## src/rtl/vga_timing_pkg.sv

```systemverilog
// Shared 640x480@60 timing defaults, derived totals and pixel types for the
// VGA controller and the renderer that feeds it.
package vga_timing_pkg;

  localparam int H_ACTIVE = 640;
  localparam int H_FP     = 16;
  localparam int H_SYNC   = 96;
  localparam int H_BP     = 48;
  localparam int V_ACTIVE = 480;
  localparam int V_FP     = 10;
  localparam int V_SYNC   = 2;
  localparam int V_BP     = 33;

  localparam int H_TOTAL = H_ACTIVE + H_FP + H_SYNC + H_BP;
  localparam int V_TOTAL = V_ACTIVE + V_FP + V_SYNC + V_BP;

  // Both counters are 10 bits wide; totals above 1023 are not supported.
  localparam int CNT_W = 10;

  typedef logic [CNT_W-1:0] cnt_t;

  typedef struct packed {
    logic [3:0] r;
    logic [3:0] g;
    logic [3:0] b;
  } rgb_t;

  function automatic cnt_t to_cnt(input int value);
    return cnt_t'(value);
  endfunction

endpackage

```

## src/rtl/vga_sync_gen.sv

```systemverilog
// Horizontal/vertical position counters with undelayed sync and
// visible-area decode.
module vga_sync_gen
  import vga_timing_pkg::*;
#(
  parameter int H_ACTIVE = vga_timing_pkg::H_ACTIVE,
  parameter int H_FP     = vga_timing_pkg::H_FP,
  parameter int H_SYNC   = vga_timing_pkg::H_SYNC,
  parameter int H_BP     = vga_timing_pkg::H_BP,
  parameter int V_ACTIVE = vga_timing_pkg::V_ACTIVE,
  parameter int V_FP     = vga_timing_pkg::V_FP,
  parameter int V_SYNC   = vga_timing_pkg::V_SYNC,
  parameter int V_BP     = vga_timing_pkg::V_BP
) (
  input  logic pclk,
  input  logic rst,
  output cnt_t h_cnt,
  output cnt_t v_cnt,
  output logic valid,
  output logic hsync_raw,
  output logic vsync_raw,
  output logic frame_end
);

  localparam int HT = H_ACTIVE + H_FP + H_SYNC + H_BP;
  localparam int VT = V_ACTIVE + V_FP + V_SYNC + V_BP;

  localparam cnt_t H_MAX      = to_cnt(HT - 1);
  localparam cnt_t V_MAX      = to_cnt(VT - 1);
  localparam cnt_t H_VIS      = to_cnt(H_ACTIVE);
  localparam cnt_t V_VIS      = to_cnt(V_ACTIVE);
  localparam cnt_t HS_START   = to_cnt(H_ACTIVE + H_FP);
  localparam cnt_t HS_END     = to_cnt(H_ACTIVE + H_FP + H_SYNC);
  localparam cnt_t VS_START   = to_cnt(V_ACTIVE + V_FP);
  localparam cnt_t VS_END     = to_cnt(V_ACTIVE + V_FP + V_SYNC);
  localparam cnt_t CNT_ONE    = to_cnt(1);

  logic h_last;
  logic v_last;

  assign h_last = (h_cnt == H_MAX);
  assign v_last = (v_cnt == V_MAX);

  // NOTE: state registers use non-blocking assignments so every flop samples
  // the pre-edge values of the others, independent of statement order.
  always_ff @(posedge pclk or negedge rst) begin
    if (!rst) begin
      h_cnt <= '0;
      v_cnt <= '0;
    end else begin
      h_cnt <= h_last ? '0 : h_cnt + CNT_ONE;
      if (h_last) begin
        v_cnt <= v_last ? '0 : v_cnt + CNT_ONE;
      end
    end
  end

  assign valid     = (h_cnt < H_VIS) && (v_cnt < V_VIS);
  assign hsync_raw = !((h_cnt >= HS_START) && (h_cnt < HS_END));
  assign vsync_raw = !((v_cnt >= VS_START) && (v_cnt < VS_END));
  assign frame_end = h_last && v_last;

endmodule

```

## src/rtl/vga_controller.sv

```systemverilog
// VGA timing controller: counters from vga_sync_gen, one-pclk alignment of
// sync/valid with the renderer's registered pixel, blanking and frame tick.
module vga_controller
  import vga_timing_pkg::*;
#(
  parameter int H_ACTIVE = vga_timing_pkg::H_ACTIVE,
  parameter int H_FP     = vga_timing_pkg::H_FP,
  parameter int H_SYNC   = vga_timing_pkg::H_SYNC,
  parameter int H_BP     = vga_timing_pkg::H_BP,
  parameter int V_ACTIVE = vga_timing_pkg::V_ACTIVE,
  parameter int V_FP     = vga_timing_pkg::V_FP,
  parameter int V_SYNC   = vga_timing_pkg::V_SYNC,
  parameter int V_BP     = vga_timing_pkg::V_BP
) (
  input  logic        pclk,
  input  logic        rst,
  input  logic [11:0] vga_data,
  output logic [9:0]  h_cnt,
  output logic [9:0]  v_cnt,
  output logic        VGAvalid,
  output logic [3:0]  vga_r,
  output logic [3:0]  vga_g,
  output logic [3:0]  vga_b,
  output logic        hsync,
  output logic        vsync,
  output logic        frame_tick
);

  logic valid_raw;
  logic hsync_raw;
  logic vsync_raw;
  logic frame_end;
  logic valid_d;
  rgb_t pix;

  vga_sync_gen #(
    .H_ACTIVE (H_ACTIVE),
    .H_FP     (H_FP),
    .H_SYNC   (H_SYNC),
    .H_BP     (H_BP),
    .V_ACTIVE (V_ACTIVE),
    .V_FP     (V_FP),
    .V_SYNC   (V_SYNC),
    .V_BP     (V_BP)
  ) u_sync_gen (
    .pclk      (pclk),
    .rst       (rst),
    .h_cnt     (h_cnt),
    .v_cnt     (v_cnt),
    .valid     (valid_raw),
    .hsync_raw (hsync_raw),
    .vsync_raw (vsync_raw),
    .frame_end (frame_end)
  );

  assign VGAvalid = valid_raw;

  // Sync and valid are delayed one pclk to line up with vga_data, which the
  // renderer registers one cycle after the counters; the pixel register then
  // adds the second cycle of latency to the pins.
  always_ff @(posedge pclk or negedge rst) begin
    if (!rst) begin
      hsync      <= 1'b1;
      vsync      <= 1'b1;
      valid_d    <= 1'b0;
      pix        <= '0;
      frame_tick <= 1'b0;
    end else begin
      hsync      <= hsync_raw;
      vsync      <= vsync_raw;
      valid_d    <= valid_raw;
      pix        <= valid_d ? rgb_t'(vga_data) : '0;
      frame_tick <= frame_end;
    end
  end

  assign vga_r = pix.r;
  assign vga_g = pix.g;
  assign vga_b = pix.b;

endmodule

```

## config.mk

```make
export PLATFORM = sky130hd
export DESIGN_NAME = vga_controller
export DESIGN_NICKNAME = d
export VERILOG_FILES = /design/src/rtl/vga_timing_pkg.sv /design/src/rtl/vga_sync_gen.sv /design/src/rtl/vga_controller.sv
export SDC_FILE = /design/constraint.sdc
export NUM_CORES = 1
export LEC_CHECK = 0
export ABC_CLOCK_PERIOD_IN_PS = 2600
export BUFFER_PORTS_ARGS = -buffer_cell sky130_fd_sc_hd__buf_2
export CAP_MARGIN = 10
export CORE_MARGIN = 2
export CORE_UTILIZATION = 45
export CTS_CLUSTER_SIZE = 40
export DETAILED_ROUTE_END_ITERATION = 10
export PLACE_DENSITY = 0.72
export SYNTH_ARGS = -nofsm -noshare
export SYNTH_HDL_FRONTEND = slang
export SYNTH_SLANG_ARGS = --single-unit
```

## constraint.sdc

```tcl
create_clock -name pclk -period 2.6 [get_ports pclk]
set_input_delay 0.13 -clock pclk [delete_from_list [all_inputs] [get_ports pclk]]
set_output_delay 0.13 -clock pclk [all_outputs]
set_load 0.01 [all_outputs]
```

# == Yosys cells after proc, flatten, opt, wreduce, memory -nomap -nowiden ==
# Cells that the tools add are included.
# totals
reg_bits,36
in_bits,14
# op_classes
n_addsub,2
n_lt_le_gt_ge,6
eq_ne,2
muxes,3
n_reduce_logical,6
# ops
operator,n
"10-bit by 1-bit adder with 10-bit output, second input constant",2
"10-bit equality test, second input constant",2
"10-bit < comparator, second input constant",2
"10-bit by 9-bit < comparator with 1-bit output, second input constant",2
10-bit two-way mux,2
12-bit two-way mux,1
"10-bit >= comparator, second input constant",1
"10-bit by 9-bit >= comparator with 1-bit output, second input constant",1
1-bit logical AND,4
1-bit zero test,2

# == Longest topological paths before layout ==
# Gate-level depths: netlist of the first run.
# logic_depth
ltp_word,3
ltp_mapped,6
mapped_depth_nobuf,6

# == Cells and area by module ==
# A second synthesis of the first run with hierarchy kept.
# unflattened
hier_cells,135
area_unflattened_um2,1597.8
# by_module_without_submodules
mod,instances,cells_per_inst,area_each_um2
vga_sync_gen,1,106,1098.6
vga_controller,1,29,499.2

# == Least setup slack after synthesis of the first run ==
# OpenSTA, ideal clock, no wires.
# synth_timing
kind,reg-to-reg
start,register u_sync_gen.h_cnt[6]
end,register u_sync_gen.v_cnt[4]
setup_ns,0.066
arrival_time_ns,1.980
required_ns,2.534
setup_slack_ns,0.554
stages_incl_launch_ff,7
cell_sequence,dfrtp_1 buf_6 or3b_4 or3_1 clkbuf_2 or4b_1 nand2_1
# synth_between
elab_chain_len,1
# synth_rtl
element,line,source
"start, declared",vga_sync_gen.sv:17,"output cnt_t h_cnt,"
"start signal, assigned",vga_sync_gen.sv:51,h_cnt <= h_last ? '0 : h_cnt + CNT_ONE;
10-bit equality test,vga_sync_gen.sv:41,assign h_last = (h_cnt == H_MAX);
"end signal, assigned",vga_sync_gen.sv:53,v_cnt <= v_last ? '0 : v_cnt + CNT_ONE;
"end, declared",vga_sync_gen.sv:18,"output cnt_t v_cnt,"
# No other way between the ends.
# A chain may end at the register's enable or synchronous reset.

# == Worst setup path after layout of the first run ==
# Ends and elaborated chain as after synthesis.

==> metrics, run 1 <==
CTS H-Tree Depth 2; leading cell types in the layout, fill and taps excluded buf_2, dfrtp_1, and2_1; Worst R2R Path Depth 4; first-pass GRT wire length 6.01 mm; Layout Area Growth over Synthesis 30.1%; Global Route Usage Sum 0.193; cell taking the most area after synthesis dfrtp_1; Max Slew Vio Count 0; Num Clock Sinks 36; worst path bufs/invs 0; CTS hold repair buffers 13; wire per inst 13.4 µm; final non-filler cell area 2040 µm²; async set or reset register ratio after synthesis 1.00; max_cap viols 0; initial antenna violation count 0; synth unique cells 36; slowest library cell on the worst path or4b_1; DR vias/cell 5.00; antenna violation net count after detailed routing 0; Final Hold Vio Count 0; Pre-antenna DRT Iters 4; Core Area 3340 µm²; HP Class in -> async; fin crit share 0.789; EDFF count, synth 0; TritonCTS Buffers 5; Synth Net Count 160; Buffers on Ports 49; DR iter-0 viols 42; setup TNS 0 ps; Slew @ Worst Pin 768 ps; TritonCTS clock tree yes; Vias 1275; share of post-route cells with drive strength above 1 0.311; post-detail-place hpwl 2.31 mm; Worst-Skew Late Latency 350 ps; critical path depth in cells 4; Critical Path RT 2890 ps; Die Ht 63 µm; Setup violations, final 0; Crit. End Element flip-flop; Fin Hold WS 396 ps; critical path peak fanout 9; Ports 50; minimum clock period 2050 ps; Initial Util 0.469; Die X 63 µm; Yosys warning count 0; fin nets 226; Antenna diodes 0; Mapped Area 1570 µm²; Synth top area share 0.543; slew margin rel. 0.488; post-synthesis area per instance 11.0 µm²; placed cell area 1850 µm²; clk slew on worst S/H paths 110 ps; root buf cell clkbuf_4; commonest non-fill, non-tap cell in the layout buf_2; DRC Markers 0; max incr delay on CP 530 ps; post-cts resize count 0; Fillers 308; die area 3970 µm²; Startpoint Class flip-flop; CTS Buffer Depth 2; Syn Inst Count 142; Rows 21; gp weighted congestion 0.789; peak supply drop 0.000243 V; Leakage 1.00 nW; clock skew 9.52 ps; Fmax 488 MHz; vias in the first global route 1263; register area share after synthesis 0.577; total global routing overflow 0; Post-Route WL 3.43 mm; Total Power 0.919 mW; Post-CTS Setup Bufs 0; pin count of the biggest net entering global routing 37; Worst EP arrival 2340 ps; Yosys reg bits 36; leading post-synthesis cells by cell area dfrtp_1, and2_1, dfstp_2, xnor2_1, ha_1; most common flop cell mapped by yosys dfrtp_1; RSZ-0062 raised after global routing no; critical setup path kind reg -> reg; crit path cell chain or3b_4, or3_1, or4b_1, nand2_1; pwr dens 451 nW/µm²; CP top delay family simple AND/OR/NAND/NOR gates; run status complete, no violations
## registers in the layout (all words and copies together) (netlist names)
signal            count
vga_g                 4
frame_tick            1
vga_r                 4
vsync                 1
u_sync_gen.h_cnt     10
vga_b                 4
valid_d               1
hsync                 1
u_sync_gen.v_cnt     10
## stage by stage
stage / setup WS (ps) / util / cells
6_report: 550 / 0.611 / 255
5_1_grt: 404 / 0.611 / 255
4_1_cts: 554 / 0.611 / 255
3_5_place_dp: 567 / 0.555 / 234
3_3_place_gp: 605 / 0.555 / 234
2_1_floorplan: 554 / - / 142
## logic make-up (layout without fill, tap and decap cells)
logic type,count (synthesis),in the layout,synth area share
xor+xnor,10,10,0.0559
buf+inv,10,77,0.0303
compound gates,15,15,0.0615
simple gates,67,67,0.244
fa+ha+maj,4,4,0.0320
flops,36,36,0.577
## cell usage after synthesis (all sizes together), types with 2 or more instances
cell / instances
dfrtp: 34
and2: 15
nand3: 10
nand2: 8
nor2: 8
inv: 6
nand4: 6
nor3: 6
o21ai: 6
xnor2: 6
ha: 4
xor2: 4
and3: 3
a22oi: 2
a31oi: 2
buf: 2
clkbuf: 2
dfstp: 2
nor4: 2
## per-layer routing
layer / up-vias / track usage / wire, µm
li1: 627 / - / -
met1: 590 / 0.234 / 1520
met2: 53 / 0.319 / 1620
met3: 5 / 0.0703 / 241
met4: 0 / 0.0611 / 47
met5: - / 0 / 0
## power breakdown
part           switching [mW]  total, mW  internal [mW]
clock network           0.188      0.291          0.104
logic                  0.0257     0.0563         0.0306
registers             0.00202      0.571          0.569
total                   0.216      0.919          0.703
## cell type report
type | instances | area [µm²] | share of cell area
clock buffer | 5 | 37.5 | 0.0184
clock inverter | 3 | 18.8 | 0.00921
inverter | 6 | 22.5 | 0.0110
multi-input combinational | 96 | 616 | 0.302
sequential | 36 | 903 | 0.443
tap | 46 | 57.6 | 0.0282
timing repair buffer | 63 | 383 | 0.188
## path summary, 6_finish.rpt
| kind | slack [ps] | startpoint | to |
|---|---|---|---|
| max in group asynchronous | 1720 | rst | u_sync_gen.h_cnt[8] |
| max reg2reg | 550 | u_sync_gen.h_cnt[6] | u_sync_gen.v_cnt[4] |
| min in group pclk | 530 | u_sync_gen.v_cnt[7] | u_sync_gen.v_cnt[7] |
| max | 550 | u_sync_gen.h_cnt[6] | u_sync_gen.v_cnt[4] |
| min | 400 | rst | vga_b[3] |
| min reg2reg | 530 | u_sync_gen.v_cnt[7] | u_sync_gen.v_cnt[7] |
(Power assumes the default switching activity.)
==> run 2: changes to the inputs <==
--- a/config.mk
+++ b/config.mk
@@ -5,7 +5,7 @@
 export SDC_FILE = /design/constraint.sdc
 export NUM_CORES = 1
 export LEC_CHECK = 0
-export ABC_CLOCK_PERIOD_IN_PS = 2600
+export ABC_CLOCK_PERIOD_IN_PS = 2100
 export BUFFER_PORTS_ARGS = -buffer_cell sky130_fd_sc_hd__buf_2
 export CAP_MARGIN = 10
 export CORE_MARGIN = 2
==> constraint.sdc (replaced) <==
create_clock -name pclk -period 2.1 [get_ports pclk]
set_input_delay 0.105 -clock pclk [delete_from_list [all_inputs] [get_ports pclk]]
set_output_delay 0.105 -clock pclk [all_outputs]
set_load 0.01 [all_outputs]
==> run 2 against run 1 <==
Net effect:
- combinational power grew 22%
- sequential cell count is the same
- wire length grew 4.9%
- via count grew 5.0%
- sequential power grew 24%
- setup slack lost 400 ps
- global-route usage grew 0.87 points
- cell area grew 4.5%
- largest cell class unchanged
- highest routed layer unchanged
==> metrics, run 2 (synthesized netlist as in run 1, its figures left out) <==
run status complete, no violations (unchanged); max incr delay on CP 500 ps (was 530 ps); initial antenna violation count 0 (unchanged); Worst-Skew Late Latency 350 ps (about the same); RR Startpoint u_sync_gen.h_cnt[0] (was u_sync_gen.h_cnt[6]); Int Pwr 0.990 mW (was 0.703 mW); DR vias/cell 5.07 (was 5.00); Num Clock Sinks 36 (unchanged); antenna violation net count after detailed routing 0 (unchanged); Final Hold Vio Count 0 (unchanged); Max Slew Vio Count 0 (unchanged); Crit. End Element flip-flop (unchanged); Post-Route WL 3.59 mm (was 3.43 mm); first-pass GRT wire length 6.27 mm (was 6.01 mm); max_cap viols 0 (unchanged); peak supply drop 0.000426 V (was 0.000243 V); commonest non-fill, non-tap cell in the layout buf_2 (unchanged); fin nets 235 (was 226); Clock power frac 0.386 (was 0.317); Worst EP arrival 2250 ps (was 2340 ps); critical setup path kind reg -> reg (unchanged); pin count of the biggest net entering global routing 37 (unchanged); post-detail-place hpwl 2.41 mm (was 2.31 mm); Fmax 514 MHz (was 488 MHz); total global routing overflow 0 (unchanged); root buf cell clkbuf_4 (unchanged); minimum clock period 1950 ps (was 2050 ps); Antenna diodes 0 (unchanged); sequential power share 0.560 (was 0.622); setup TNS 0 ps (unchanged); DRC Markers 0 (unchanged); Startpoint Class flip-flop (unchanged); clk slew on worst S/H paths 120 ps (was 110 ps); wire per inst 13.6 µm (was 13.4 µm); Vias 1339 (was 1275); Rows 21 (unchanged); clock skew 15.9 ps (was 9.52 ps); RSZ-0062 raised after global routing no (unchanged); crit path cell chain ha_1, nand4_1, or3_1, or4b_1, nand2_1 (was or3b_4, or3_1, or4b_1, nand2_1); Leakage 1.05 nW (was 1.00 nW); CTS H-Tree Depth 2 (unchanged); Pre-antenna DRT Iters 4 (unchanged); die area 3970 µm² (unchanged); share of post-route cells with drive strength above 1 0.339 (was 0.311); fin crit share 0.927 (was 0.789); critical path peak fanout 6 (was 9); sw power 0.272 mW (was 0.216 mW); worst reg-to-reg setup slack 150 ps (was 550 ps); Buffers on Ports 49 (unchanged); TritonCTS clock tree yes (unchanged); leading cell types in the layout, fill and taps excluded buf_2, dfrtp_1, and2_1 (unchanged); biggest registers after layout u_sync_gen.h_cnt (10), u_sync_gen.v_cnt (10) (unchanged); M3 GR Usage 0.0721 (was 0.0703); HP Class in -> async (unchanged); Die X 63 µm (unchanged); GRT met1 Usage 0.251 (was 0.234); TritonCTS Buffers 5 (unchanged); Critical Path RT 2400 ps (was 2890 ps); DR iter-0 viols 66 (was 42); combinational share of power 0.054 (was 0.061); Layout Area Growth over Synthesis 35.9% (was 30.1%); Global Route Usage Sum 0.202 (was 0.193); slew margin rel. 0.483 (was 0.488); gp weighted congestion 0.769 (was 0.789); Setup violations, final 0 (unchanged); final core occ 0.638 (was 0.611); pwr dens 593 nW/µm² (was 451 nW/µm²); Initial Util 0.469 (unchanged); Total Power 1.26 mW (was 0.919 mW); GRT met2 Usage 0.322 (was 0.319); Fin Hold WS 351 ps (was 396 ps); GRT busiest layer met2 (unchanged); Worst R2R Path Depth 5 (was 4); RR Endpoint u_sync_gen.v_cnt[4] (unchanged); CTS Buffer Depth 2 (unchanged); Sw Ratio 0.216 (was 0.235); Slew @ Worst Pin 775 ps (was 768 ps); vias in the first global route 1308 (was 1263); post-cts resize count 0 (unchanged); Core Area 3340 µm² (unchanged); Die Ht 63 µm (unchanged); slowest library cell on the worst path or4b_1 (unchanged); Ports 50 (unchanged)
==> run 2: cell types whose count changed in the layout (fill, tap and decap cells not counted) <==
cell,previous run,this run
clkinvlp_4,0,1
buf_4,1,10
bufinv_16,0,1
clkinv_4,1,0
clkinv_2,2,1
==> run 2: how the worst max path moves through the flow <==
stage	to	cells after the start	startpoint
after global routing	u_sync_gen.v_cnt[4]	5	u_sync_gen.h_cnt[0]
after detailed placement	u_sync_gen.v_cnt[4]	5	u_sync_gen.h_cnt[0]
after CTS	u_sync_gen.v_cnt[4]	5	u_sync_gen.h_cnt[0]
final	u_sync_gen.v_cnt[4]	5	u_sync_gen.h_cnt[0]
after global placement	u_sync_gen.v_cnt[4]	5	u_sync_gen.h_cnt[0]
after floorplan	u_sync_gen.v_cnt[4]	6	u_sync_gen.h_cnt[6]
==> run 2: repair_timing <==
action                    in CTS  in global routing
buffers inserted               0                  0
hold buffers                  13                  0
hold endpoints to repair      46                  0
==> run 2: metal layers <==
metal  share of wire  vias to the layer above
li1                -                      641
met1            0.44                      630
met3           0.068                        8
met2            0.47                       60
met4           0.018                        0
met5               0                        -
==> run 2: through the flow <==
| step | cells | area, µm² | setup WS, ps |
|---|---|---|---|
| after detailed placement | 243 | 1920 | 203 |
| after CTS | 264 | 2130 | 153 |
| after global routing | 264 | 2130 | 27.5 |
| final | 264 | 2130 | 153 |
| after floorplan | 142 | 1570 | 53.6 |
| after global placement | 243 | 1920 | 274 |
==> run 2: cell type report <==
cell class,count,area [µm²]
clock buffer,5,37.5
clock inverter,3,42.5
fill,275,1210
inverter,6,22.5
multi-input combinational,96,616
sequential,36,903
tap,46,57.6
timing repair buffer,72,450
==> run 2: power by group through the flow <==
stage | registers (mW) | clock network [mW] | logic (mW)
after floorplan | 0.728 | 0 | 0.00779
after global placement | 0.720 | 0 | 0.0503
after detailed placement | 0.720 | 0 | 0.0515
after CTS | 0.707 | 0.499 | 0.0704
after global routing | 0.708 | 0.532 | 0.0766
final | 0.707 | 0.487 | 0.0687
==> run 2: critical path: cells and delay by family, from the launching register on <==
kind                       cells  cell delay [ps]
DFF                            1              450
adders and majority gates      1              230
and+or+nand+nor                4             1230
